===== config.mk =====
export PLATFORM = sky130hd
export DESIGN_NAME = sweep_ctrl_flat
export DESIGN_NICKNAME = d
export VERILOG_FILES = /design/src/rtl/sweep_ctrl_if.sv /design/src/rtl/sweep_ctrl.sv /design/src/flat_wrapper.sv
export SDC_FILE = /design/constraint.sdc
export NUM_CORES = 1
export LEC_CHECK = 0
export ABC_CLOCK_PERIOD_IN_PS = 3250
export CORE_ASPECT_RATIO = 0.8
export CORE_MARGIN = 5
export CORE_UTILIZATION = 49
export DETAILED_ROUTE_END_ITERATION = 10
export PLACE_DENSITY = 0.8
export SYNTH_ARGS = -nofsm -noshare
export SYNTH_HDL_FRONTEND = slang
export SYNTH_SLANG_ARGS = --single-unit

===== constraint.sdc =====
create_clock -name i_clk -period 3.25 [get_ports i_clk]
set_clock_uncertainty 0.15 [all_clocks]
set_input_delay 0.65 -clock i_clk [delete_from_list [all_inputs] [get_ports i_clk]]
set_output_delay 0.65 -clock i_clk [all_outputs]
set_load 0.02 [all_outputs]

===== src/rtl/sweep_ctrl_if.sv =====
// Bus between the sweep controller and its environment: sweep commands in,
// counter readback in, counter control and status out.
interface sweep_ctrl_if #(
  parameter int WIDTH  = 16,
  parameter int PWIDTH = 8
);
  logic              i_start;
  logic              i_stop;
  logic [WIDTH-1:0]  i_limit;
  logic [PWIDTH-1:0] i_passes;
  logic [WIDTH-1:0]  i_q;
  logic              o_cnt_en;
  logic              o_up_down;
  logic              o_ctr_clr;
  logic              o_busy;
  logic              o_done;
  logic [PWIDTH-1:0] o_pass_cnt;
  logic              o_err;

  // Environment side: issues commands and returns the counter value
  modport master (
    output i_start, i_stop, i_limit, i_passes, i_q,
    input  o_cnt_en, o_up_down, o_ctr_clr, o_busy, o_done, o_pass_cnt, o_err
  );

  // Controller side
  modport slave (
    input  i_start, i_stop, i_limit, i_passes, i_q,
    output o_cnt_en, o_up_down, o_ctr_clr, o_busy, o_done, o_pass_cnt, o_err
  );
endinterface


===== src/rtl/sweep_ctrl.sv =====
// Up/down sweep controller driving an external counter between 0 and a
// latched limit for a requested number of half-sweeps (0 = forever).
module sweep_ctrl #(
  parameter int WIDTH  = 16,
  parameter int PWIDTH = 8
) (
  input  logic         i_clk,
  input  logic         i_sclr,
  sweep_ctrl_if.slave  bus
);

  typedef enum logic [2:0] {
    S_IDLE   = 3'd0,
    S_CLEAR  = 3'd1,
    S_UP     = 3'd2,
    S_DOWN   = 3'd3,
    S_FINISH = 3'd4
  } state_t;

  state_t            r_state;
  logic [WIDTH-1:0]  r_lim;
  logic [PWIDTH-1:0] r_pas;
  logic [PWIDTH-1:0] r_pc;
  logic              r_err;

  logic              w_run;
  logic              w_over;
  logic              w_up_turn;
  logic              w_dn_turn;
  logic [PWIDTH-1:0] w_pc_inc;
  logic              w_last;

  assign w_run     = (r_state == S_UP) || (r_state == S_DOWN);
  // Counter escaped the window (e.g. external disturbance); checked in both directions
  assign w_over    = w_run && (bus.i_q > r_lim);
  assign w_up_turn = (r_state == S_UP)   && (bus.i_q == r_lim);
  assign w_dn_turn = (r_state == S_DOWN) && (bus.i_q == '0);
  assign w_pc_inc  = r_pc + 1'b1;
  // Pass count reached the target; never true in continuous mode
  assign w_last    = (r_pas != '0) && (w_pc_inc == r_pas);

  // Counter control decoded from state and Q; Sclr also clears the counter
  always_comb begin
    bus.o_cnt_en  = 1'b0;
    bus.o_up_down = 1'b0;
    bus.o_ctr_clr = i_sclr || (r_state == S_CLEAR);
    bus.o_busy    = 1'b0;
    bus.o_done    = 1'b0;
    if (!i_sclr) begin
      bus.o_up_down = (r_state == S_CLEAR) || (r_state == S_UP);
      bus.o_busy    = (r_state == S_CLEAR) || w_run;
      bus.o_done    = (r_state == S_FINISH);
      if (!bus.i_stop && !w_over)
        bus.o_cnt_en = ((r_state == S_UP)   && (bus.i_q != r_lim)) ||
                       ((r_state == S_DOWN) && (bus.i_q != '0));
    end
  end

  assign bus.o_pass_cnt = r_pc;
  assign bus.o_err      = r_err;

  // Sweep FSM; overrun beats Stop, Stop beats turnaround
  always_ff @(posedge i_clk) begin
    if (i_sclr) begin
      r_state <= S_IDLE;
      r_lim   <= '0;
      r_pas   <= '0;
      r_pc    <= '0;
      r_err   <= 1'b0;
    end else begin
      case (r_state)
        S_IDLE: begin
          if (bus.i_start) begin
            if (bus.i_limit != '0) begin
              r_lim   <= bus.i_limit;
              r_pas   <= bus.i_passes;
              r_pc    <= '0;
              r_err   <= 1'b0;
              r_state <= S_CLEAR;
            end else begin
              r_err   <= 1'b1;
            end
          end
        end
        S_CLEAR: r_state <= bus.i_stop ? S_FINISH : S_UP;
        S_UP, S_DOWN: begin
          if (w_over) begin
            r_err   <= 1'b1;
            r_state <= S_FINISH;
          end else if (bus.i_stop) begin
            r_state <= S_FINISH;
          end else if (w_up_turn || w_dn_turn) begin
            r_pc    <= w_pc_inc;
            r_state <= w_last ? S_FINISH : (w_up_turn ? S_DOWN : S_UP);
          end
        end
        S_FINISH: r_state <= S_IDLE;
        default:  r_state <= S_IDLE;
      endcase
    end
  end

endmodule


===== src/flat_wrapper.sv =====
// flat-port wrapper written by rule: the top's interface ports become plain ports
module sweep_ctrl_flat 
#(
  parameter int WIDTH  = 16,
  parameter int PWIDTH = 8
)
  (i_clk, i_sclr, bus_i_start, bus_i_stop, bus_i_limit, bus_i_passes, bus_i_q, bus_o_cnt_en, bus_o_up_down, bus_o_ctr_clr, bus_o_busy, bus_o_done, bus_o_pass_cnt, bus_o_err);
  sweep_ctrl_if #(.WIDTH(WIDTH), .PWIDTH(PWIDTH)) bus_i ();
  input  logic i_clk;
  input  logic i_sclr;
  input wire logic [$bits(bus_i.i_start)-1:0] bus_i_start;
  input wire logic [$bits(bus_i.i_stop)-1:0] bus_i_stop;
  input wire logic [$bits(bus_i.i_limit)-1:0] bus_i_limit;
  input wire logic [$bits(bus_i.i_passes)-1:0] bus_i_passes;
  input wire logic [$bits(bus_i.i_q)-1:0] bus_i_q;
  output wire logic [$bits(bus_i.o_cnt_en)-1:0] bus_o_cnt_en;
  output wire logic [$bits(bus_i.o_up_down)-1:0] bus_o_up_down;
  output wire logic [$bits(bus_i.o_ctr_clr)-1:0] bus_o_ctr_clr;
  output wire logic [$bits(bus_i.o_busy)-1:0] bus_o_busy;
  output wire logic [$bits(bus_i.o_done)-1:0] bus_o_done;
  output wire logic [$bits(bus_i.o_pass_cnt)-1:0] bus_o_pass_cnt;
  output wire logic [$bits(bus_i.o_err)-1:0] bus_o_err;
  assign bus_i.i_start = bus_i_start;
  assign bus_i.i_stop = bus_i_stop;
  assign bus_i.i_limit = bus_i_limit;
  assign bus_i.i_passes = bus_i_passes;
  assign bus_i.i_q = bus_i_q;
  assign bus_o_cnt_en = bus_i.o_cnt_en;
  assign bus_o_up_down = bus_i.o_up_down;
  assign bus_o_ctr_clr = bus_i.o_ctr_clr;
  assign bus_o_busy = bus_i.o_busy;
  assign bus_o_done = bus_i.o_done;
  assign bus_o_pass_cnt = bus_i.o_pass_cnt;
  assign bus_o_err = bus_i.o_err;
  sweep_ctrl #(.WIDTH(WIDTH), .PWIDTH(PWIDTH)) u_core (.i_clk(i_clk), .i_sclr(i_sclr), .bus(bus_i));
endmodule

==> results, run 1 <==
- The post-synthesis net count is 325.
- After clock tree synthesis, the clock-pin slew on the worst setup and hold paths is 70 ps.
- The sequential area share after synthesis is 31.3%.
- The die is 86.6 um wide.
- The final reports fail on setup timing.
- For this run, the total global-route usage over all layers was measured as 22.1%.
- Overall power consumption after layout is estimated at 1.85 mW.
- The flow ran to the end, but the final reports show violations.
- Of the total power, the clock network draws 18.8%.
- After the first detailed-routing iteration, the DRC count stood at 231.
- The max-slew violation total from the final report came to 0.
- The placeable core region is 0.00457 mm2.
- In the layout the commonest cells are clkdlybuf4s50_1 (42), dfxtp_1 (36), nor2_1 (29), mux2i_1 (28), buf_4 (27).
- The number of hold-repair buffers added at the cts stage is 0.
- The net count of the finished layout is 409.
- The critical setup path kind is input port to output port.
- The worst path arrival time is 2530 ps.
- The number of endpoints failing setup at the final stage is 1.
- Of the total power, combinational logic draws 48.8%.
- The initial antenna violation count is 0.
- The reported leakage power is 1.53 nW.
- Across all layers, the routed design uses 2,430 vias.
- The via count of the first global-routing pass is 2,296.
- Entering global routing, the biggest net connects 33 pins.
- The register-to-register setup slack is 390 ps.
- Once routing completed, OpenROAD measured the worst setup slack at -78.6 ps.
- The tool flagged a number of max-cap violations equal to 0.
- The number of antenna diodes is 0.
- The transition time at the pin with the least slew margin is 699 ps.
- Counting flops and latches in the post-synthesis netlist gives 36.
- Leaving out fill and tap cells, the most frequent cell in the layout is clkdlybuf4s50_1.
- The sequential power share is 32.4%.
- The synthesized design spends more area on one cell type than any other, namely dfxtp_1.
- The cell sitting at the root of the clock tree is a clkbuf_8.
- The post-route core utilization is 75.4%.
- The count of endpoints failing hold in the final timing report is 0.
- The total internal power is 1.13 mW.
- The clock tree from TritonCTS is built.
- The number of port buffers is 57.
- Counting flops with an async set or reset pin after synthesis yields a share of 0%.
- The highest attainable clock frequency is 0.300 GHz.
- For the finished layout, the period the worst path requires is 3330 ps.
- The post-detailed-route wirelength per cell is 18.9 um.
- The detailed-router iteration count before antenna repair is 5.
- The worst slew margin relative to its limit is 53.0%.
- Synthesis produced 264 cells.
- A synthesized cell averages 8.72 um2.
- Pin placement for this block handled 58 I/O pins.
- The clock buffer count from CTS is 5.
- Along the worst path, the maximum fanout reaches 3.
- Ranked by total cell area, the synthesized netlist is headed by dfxtp_1 (31%), mux2i_1 (12%), ha_1 (9.2%), nor2_1 (5.1%), inv_1 (3.6%).
- Yosys mapped a number of flops with a built-in enable equal to 0.
- The switching fraction of total power is 38.7%.
- Summed over all nets, the half-perimeter wirelength after detailed placement is 4760 um.
- The number of DRC violations after detailed routing is 0.
- CTS saw 36 sinks.
- The cell area that synthesis handed to floorplanning was 0.00230 mm2.
- The fraction of the cycle the final worst path needs is 102%.
- The maximum buffer depth of the clock tree is 2.
- The path class of the tightest hold or removal check is register to register.
- At the later pin of the worst-skew pair, clock insertion delay measures 290 ps.
- The number of vias per cell after detailed routing is 5.94.
- The global-route wire length before repair is 10,900 um.
- The clock tree synthesis step divided the H-tree into 2 levels.
- STA classifies the critical path endpoint as an output port.
- The floorplan step set the die height to 71.3 um.
- The net switching power of the design is 715 uW.
- In this run the power density over the cells is 536 mW/mm2.
- The wire length reported by the detailed router is 7740 um.
- The fraction of layout instances using a drive strength above 1 is 20.9%.
- The congestion estimate from routability-driven global placement came to 0.892.
- The startpoint class of the critical path is an input port.
- The effective utilization at floorplan is 50.4%.
- During synthesis, Yosys emitted a total of 0 warnings.
- In the synthesized netlist the dominant register cell turns out to be dfxtp_1.
- The detail route stage leaves a number of antenna-violating nets equal to 0.
- The post-synthesis to final-layout area growth is 49.6%.
- The site row count is 22.
- The aggregate global routing overflow is 0.
- The area share of the largest cell type after synthesis is 31.3%.
- The number of distinct library cells after synthesis is 51.
- The floorplan die area is 0.00618 mm2.
- VDD sags by at most 0.312 mV.
- The required time at the worst-slack endpoint is 2450 ps.
-- per-stage QoR --
step | hold WS (ps) | worst slack, ps | TNS, ps | std cells | cell area, um2
6_report | 348 | -78.6 | -78.6 | 409 | 3440
5_1_grt | 400 | -138 | -138 | 409 | 3440
4_1_cts | 355 | 0.0298 | 0 | 403 | 3250
3_5_place_dp | 337 | -611 | -616 | 389 | 3040
2_1_floorplan | 313 | 457 | 0 | 264 | 2300
3_3_place_gp | 326 | -553 | -553 | 389 | 3040
-- worst max-delay path: stages --
cell and delay, ps:
clkdlybuf4s50_1 430, ha_1 310, nand4_1 120, buf_6 160, nor3_4 250, o21ai_2 140
nand3_2 130, a21oi_4 80, nand3_2 100, inv_2 40, buf_6 120
-- routing by layer --
metal	vias to the layer above	global-route usage, %	wire (um)
met5	-	0	0
met4	0	7.27	377
met3	41	5.63	711
met2	157	36.8	3660
met1	1102	28.0	2990
li1	1130	-	-
-- synthesized netlist by cell type (2+ instances only) --
master and instances:
a21oi_1 16, a22o_1 2, a31oi_1 2, and2_1 2
and3_1 3, buf_2 3, clkbuf_1 3, clkbuf_2 2
dfxtp_1 36, ha_1 17, inv_1 22, mux2i_1 28
nand2_1 9, nand2b_1 3, nand3_1 9, nand4_1 5
nor2_1 31, nor2_2 2, nor2b_1 2, nor3_1 7
nor4_1 6, o211a_1 2, o21a_1 2, o21ai_0 6
o21ai_1 2, o41ai_1 4, or3_1 2, or4_1 2
or4_4 3, xnor2_1 7, xor2_1 4
-- state kept, by name (all words and copies together) (netlist names) --
register / cells
u_core.r_lim: 16
u_core.bus.o_pass_cnt: 8
u_core.r_pas: 8
u_core.r_state: 3
u_core.bus.o_err: 1
-- cells by family (layout without fill, tap and decap cells) --
group,Yosys count,count (layout),share of synthesized area [%]
and+or+nand+nor,90,90,21.2
AOI/OAI and AO/OA,50,50,15.6
DFF,36,36,31.3
buffers and inverters,31,116,5.65
muxes,29,29,12.8
adders and majority gates,17,17,9.24
xor gates and xnor gates,11,11,4.18
-- timing repair --
action / 4_1_cts / 5_1_grt
setup buffers: 6 / 6
setup endpoints to repair: 1 / 4
hold endpoints to repair: 0 / 0
gates resized for setup: 20 / 30
pin swaps: 15 / 16
-- path summary, 6_finish.rpt --
kind	end	start	cells after the start
worst max-delay path	bus_o_cnt_en	bus_i_q[4]	11
worst min-delay path	u_core.r_lim[10]$_SDFFE_PP0P_	u_core.r_lim[10]$_SDFFE_PP0P_	2
worst max register to register	u_core.r_state[0]$_SDFFE_PP0P_	u_core.r_lim[13]$_SDFFE_PP0P_	14
worst min register to register	u_core.r_lim[10]$_SDFFE_PP0P_	u_core.r_lim[10]$_SDFFE_PP0P_	2
-- power groups by stage --
stage	clock (mW)	combinational, mW	sequential, mW
2_1_floorplan	0	0.533	0.571
3_3_place_gp	0	0.719	0.599
3_5_place_dp	0	0.735	0.602
4_1_cts	0.346	0.788	0.591
5_1_grt	0.369	0.977	0.608
6_report	0.347	0.902	0.598
-- area by class of cell --
type | count | area, um2
multi-input combinational | 197 | 1650
fill | 328 | 1130
timing repair buffer | 86 | 826
sequential | 36 | 721
clock buffer | 7 | 86.3
inverter | 22 | 82.6
tap | 60 | 75.1
clock inverter | 1 | 7.51
Note: power is estimated with default switching activity, not from simulation.
==> inputs of run 2 (changes only) <==
--- a/config.mk
+++ b/config.mk
@@ -6,7 +6,7 @@
 export NUM_CORES = 1
 export LEC_CHECK = 0
 export ABC_CLOCK_PERIOD_IN_PS = 3250
-export CORE_ASPECT_RATIO = 0.8
+export CORE_ASPECT_RATIO = 0.5
 export CORE_MARGIN = 5
 export CORE_UTILIZATION = 49
 export DETAILED_ROUTE_END_ITERATION = 10
==> constraint.sdc (replaced) <==
create_clock -name i_clk -period 3.25 [get_ports i_clk]
set_clock_uncertainty 0.15 [all_clocks]
set_input_delay 0.325 -clock i_clk [delete_from_list [all_inputs] [get_ports i_clk]]
set_output_delay 0.325 -clock i_clk [all_outputs]
set_load 0.02 [all_outputs]
==> run 2 against run 1 <==
  * The run now ends clean
  * First-iteration DRC count down 55%
  * Clock power down 4%
  * Via count down 10%
  * Wire length down 25%
  * Worst hold slack worse by 0.57 ps
  * Flip-flop and latch count unchanged
==> results, run 2 (synthesis results as in run 1) <==
- The register with the most flip-flops in the layout has 16 of them.
- The total area inside the core boundary comes to 0.00447 mm2.
- The number of nets with antenna violations after routing is 0.
- Setup repair after global routing left no endpoint under its margin.
- The switching fraction of total power is 36.6%.
- In this run, post-CTS hold repair placed 0 buffers.
- The initialized floorplan defines 17 standard-cell rows.
- Measured in cells, the most critical reg-to-reg path has a length of 10.
- At the end of the flow, the number of nets in the layout was 386.
- The worst path in the final design needs a cycle of 2850 ps, including I/O delays and setup.
- Clock-pin slew was measured on the worst setup and hold paths at 70 ps.
- Of the cells placed in the final design, the portion with a size suffix greater than 1 is 7.36%.
- Global routing finished with a remaining overflow of 0.
- The critical path in this run is classified as input port to output port.
- The post-detailed-route wirelength per cell is 15.1 um.
- The flow ran to the end, and the final reports show no timing, DRC or antenna violations.
- The via count of the first global-routing pass was 2,114.
- The root buffer cell is clkbuf_8.
- The maximum number of pins on one net before global-route repair is 21.
- The transition time at the pin with the least slew margin is 638 ps.
- Relative to the synthesized area, the layout overhead comes to 31.8%.
- The number of port buffers is 57.
- The routed layout has 2,180 vias.
- The post-detailed-placement cell area is 0.00294 mm2.
- The worst path arrival time is 2380 ps.
- TritonCTS built the clock tree.
- The combinational cell fraction of total power is 44.0%.
- For this run, the detailed router's first-pass iteration total came to 7.
- The number of DRC violations after detailed routing is 0.
- The worst slack on hold paths is 347 ps.
- The width of the die is 107 um.
- Leaving out fill and tap cells, the most frequent cell in the layout is clkdlybuf4s50_1.
- The chip height is 58.5 um.
- The highest attainable clock frequency is 0.350 GHz.
- The sink count of the clock tree is 36.
- The count of endpoints failing hold in the final timing report came to 0.
- Dividing the final minimum period by the clock period gives 87.8%.
- The worst slew margin relative to its limit is 57.1%.
- The first routing iteration left 104 violations.
- The overall power of the completed layout is 1.64 mW.
- In this run the static leakage power is 1.29 nW.
- In this run the worst path has a maximum fanout of 3.
- The number of ports placed on the die boundary is 58.
- For this configuration, the core starts out at a cell density of 51.5%.
- The initial antenna violation count is 0.
- At the end of the flow the core is filled with cells to 67.9%.
- The finished cells cover 0.00303 mm2.
- After detailed routing, the number of vias per cell comes to 5.69.
- Dividing total power by cell area gives a power density of 541 mW/mm2.
- STA classifies the critical path startpoint as an input port.
- For this block, the routed nets add up to 5780 um of wire.
- The total number of cells along the worst setup path is 10.
- Setup violations remaining at the end of the flow were counted as 0.
- The final weighted congestion in routability-driven placement is 0.898.
- The number of cells traversed by the worst hold path is 1.
- The total internal power is 1.04 mW.
- The worst setup path is captured at an output port.
- The max-slew violation total from the final report was 0.
- Ranked by flip-flop count, first place goes to u_core.r_lim.
- The number of antenna diodes is 0.
- The required time at the worst-slack endpoint is 2770 ps.
- Traced cell by cell, the critical path runs through clkdlybuf4s50_1 > ha_1 > a21oi_1 > o21a_1 > o221a_2 > nand3_1 > a21oi_1 > nand3_1 > inv_1 > dlymetal6s2s_1.
- The number of clock buffers added by TritonCTS is 5.
- The slowest cell on the critical path is clkdlybuf4s50_1.
- The kind of cell adding the most delay to the critical path is buffers and inverters.
- In this run, the clock network consumes 20.2% of the power.
- The global-route wire length before repair is 9800 um.
- The later pin in the worst-skew pair is clocked with a latency of 290 ps.
- The H-tree depth is 2.
- The total routing resource utilization after global routing is 19.7%.
- The sequential power share is 35.8%.
- In this design, the stage delay of the slowest critical-path cell is 430 ps.
- Summed over all nets, the switching power comes to 600 uW.
- The number of buffers and inverters on the critical path is 3.
- The layout has 368 filler cells.
- IR analysis of the VDD net gives a maximum drop of 0.270 mV.
- The number of maximum-capacitance constraint violations is 0.
- The sum of negative setup slack is 0 ps.
- The maximum buffer depth of the clock tree is 2.
- In the layout the commonest cells are clkdlybuf4s50_1 (56), dfxtp_1 (36), nor2_1 (31), mux2i_1 (28), inv_1 (22).
- The die covers 0.00625 mm2.
- Detailed placement ended at an HPWL of 4710 um.
- The classification of the worst-slack hold path is register to register.
==> run 2: cell types whose count changed in the layout (fill, tap and decap cells not counted), moves of 5 or more <==
cell / before / now
dlymetal6s2s_1: 10 / 1
a21oi_1: 11 / 16
ha_4: 8 / 0
ha_1: 9 / 17
clkdlybuf4s50_1: 42 / 56
buf_4: 27 / 6
==> run 2: final cells by class <==
class | instances | area (um2) | area share (%)
Clock buffer | 8 | 90.1 | 2.97
Inverter | 22 | 82.6 | 2.72
Multi-Input combinational cell | 197 | 1450 | 47.8
Sequential cell | 36 | 721 | 23.8
Tap cell | 57 | 71.3 | 2.35
Timing Repair Buffer | 63 | 618 | 20.4
==> run 2: per-layer routing <==
metal,up-vias,wire length [um],global-route usage [%]
met5,-,0,0
met1,990,2570,23.9
met2,81,2680,33.6
li1,1088,-,-
met4,0,179,9.84
met3,21,355,4.49
==> run 2: per-stage QoR <==
stage / instances / worst slack [ps]
floorplan: 264 / 945
global placement: 375 / 113
detailed placement: 375 / 45.2
CTS: 383 / 40.6
global route: 383 / 268
finish: 383 / 396
==> run 2: worst paths after layout <==
check | startpoint | to | slack, ps
setup reg to reg | u_core.r_lim[1]$_SDFFE_PP0P_ | u_core.bus.o_pass_cnt[6]$_SDFFE_PP0P_ | 620
hold reg to reg | u_core.bus.o_err$_SDFFE_PP0P_ | u_core.bus.o_err$_SDFFE_PP0P_ | 350
setup / recovery | bus_i_q[11] | bus_o_cnt_en | 400
hold / removal | u_core.bus.o_err$_SDFFE_PP0P_ | u_core.bus.o_err$_SDFFE_PP0P_ | 350
==> run 2: what timing repair did <==
item,in CTS,in global routing
hold endpoints to repair,0,0
setup buffers,0,0
setup endpoints to repair,0,1
gates resized for setup,0,1
==> run 2: power groups by stage <==
| stage | Sequential (mW) | Combinational (mW) | Clock (mW) |
|---|---|---|---|
| global placement | 0.594 | 0.693 | 0 |
| finish | 0.588 | 0.721 | 0.332 |
| global route | 0.598 | 0.794 | 0.371 |
| detailed placement | 0.597 | 0.714 | 0 |
| CTS | 0.587 | 0.719 | 0.341 |
| floorplan | 0.571 | 0.533 | 0 |
==> run 2: worst reg2reg max path: cells and delay by family, from the launching register on <==
family,cells,cell delay (ps)
flip-flops,1,340
AND/OR/NAND/NOR,2,330
AO/OA/AOI/OAI,4,1130
buffers and inverters,2,200
multiplexers,1,140
adder cells (fa/ha/maj),1,290
==> inputs of run 3 (changes only) <==
--- a/config.mk
+++ b/config.mk
@@ -5,7 +5,6 @@
 export SDC_FILE = /design/constraint.sdc
 export NUM_CORES = 1
 export LEC_CHECK = 0
-export ABC_CLOCK_PERIOD_IN_PS = 3250
 export CORE_ASPECT_RATIO = 0.5
 export CORE_MARGIN = 5
 export CORE_UTILIZATION = 49
==> results of run 3 <==
Final layout, timing and power as in run 2 (identical DEF).
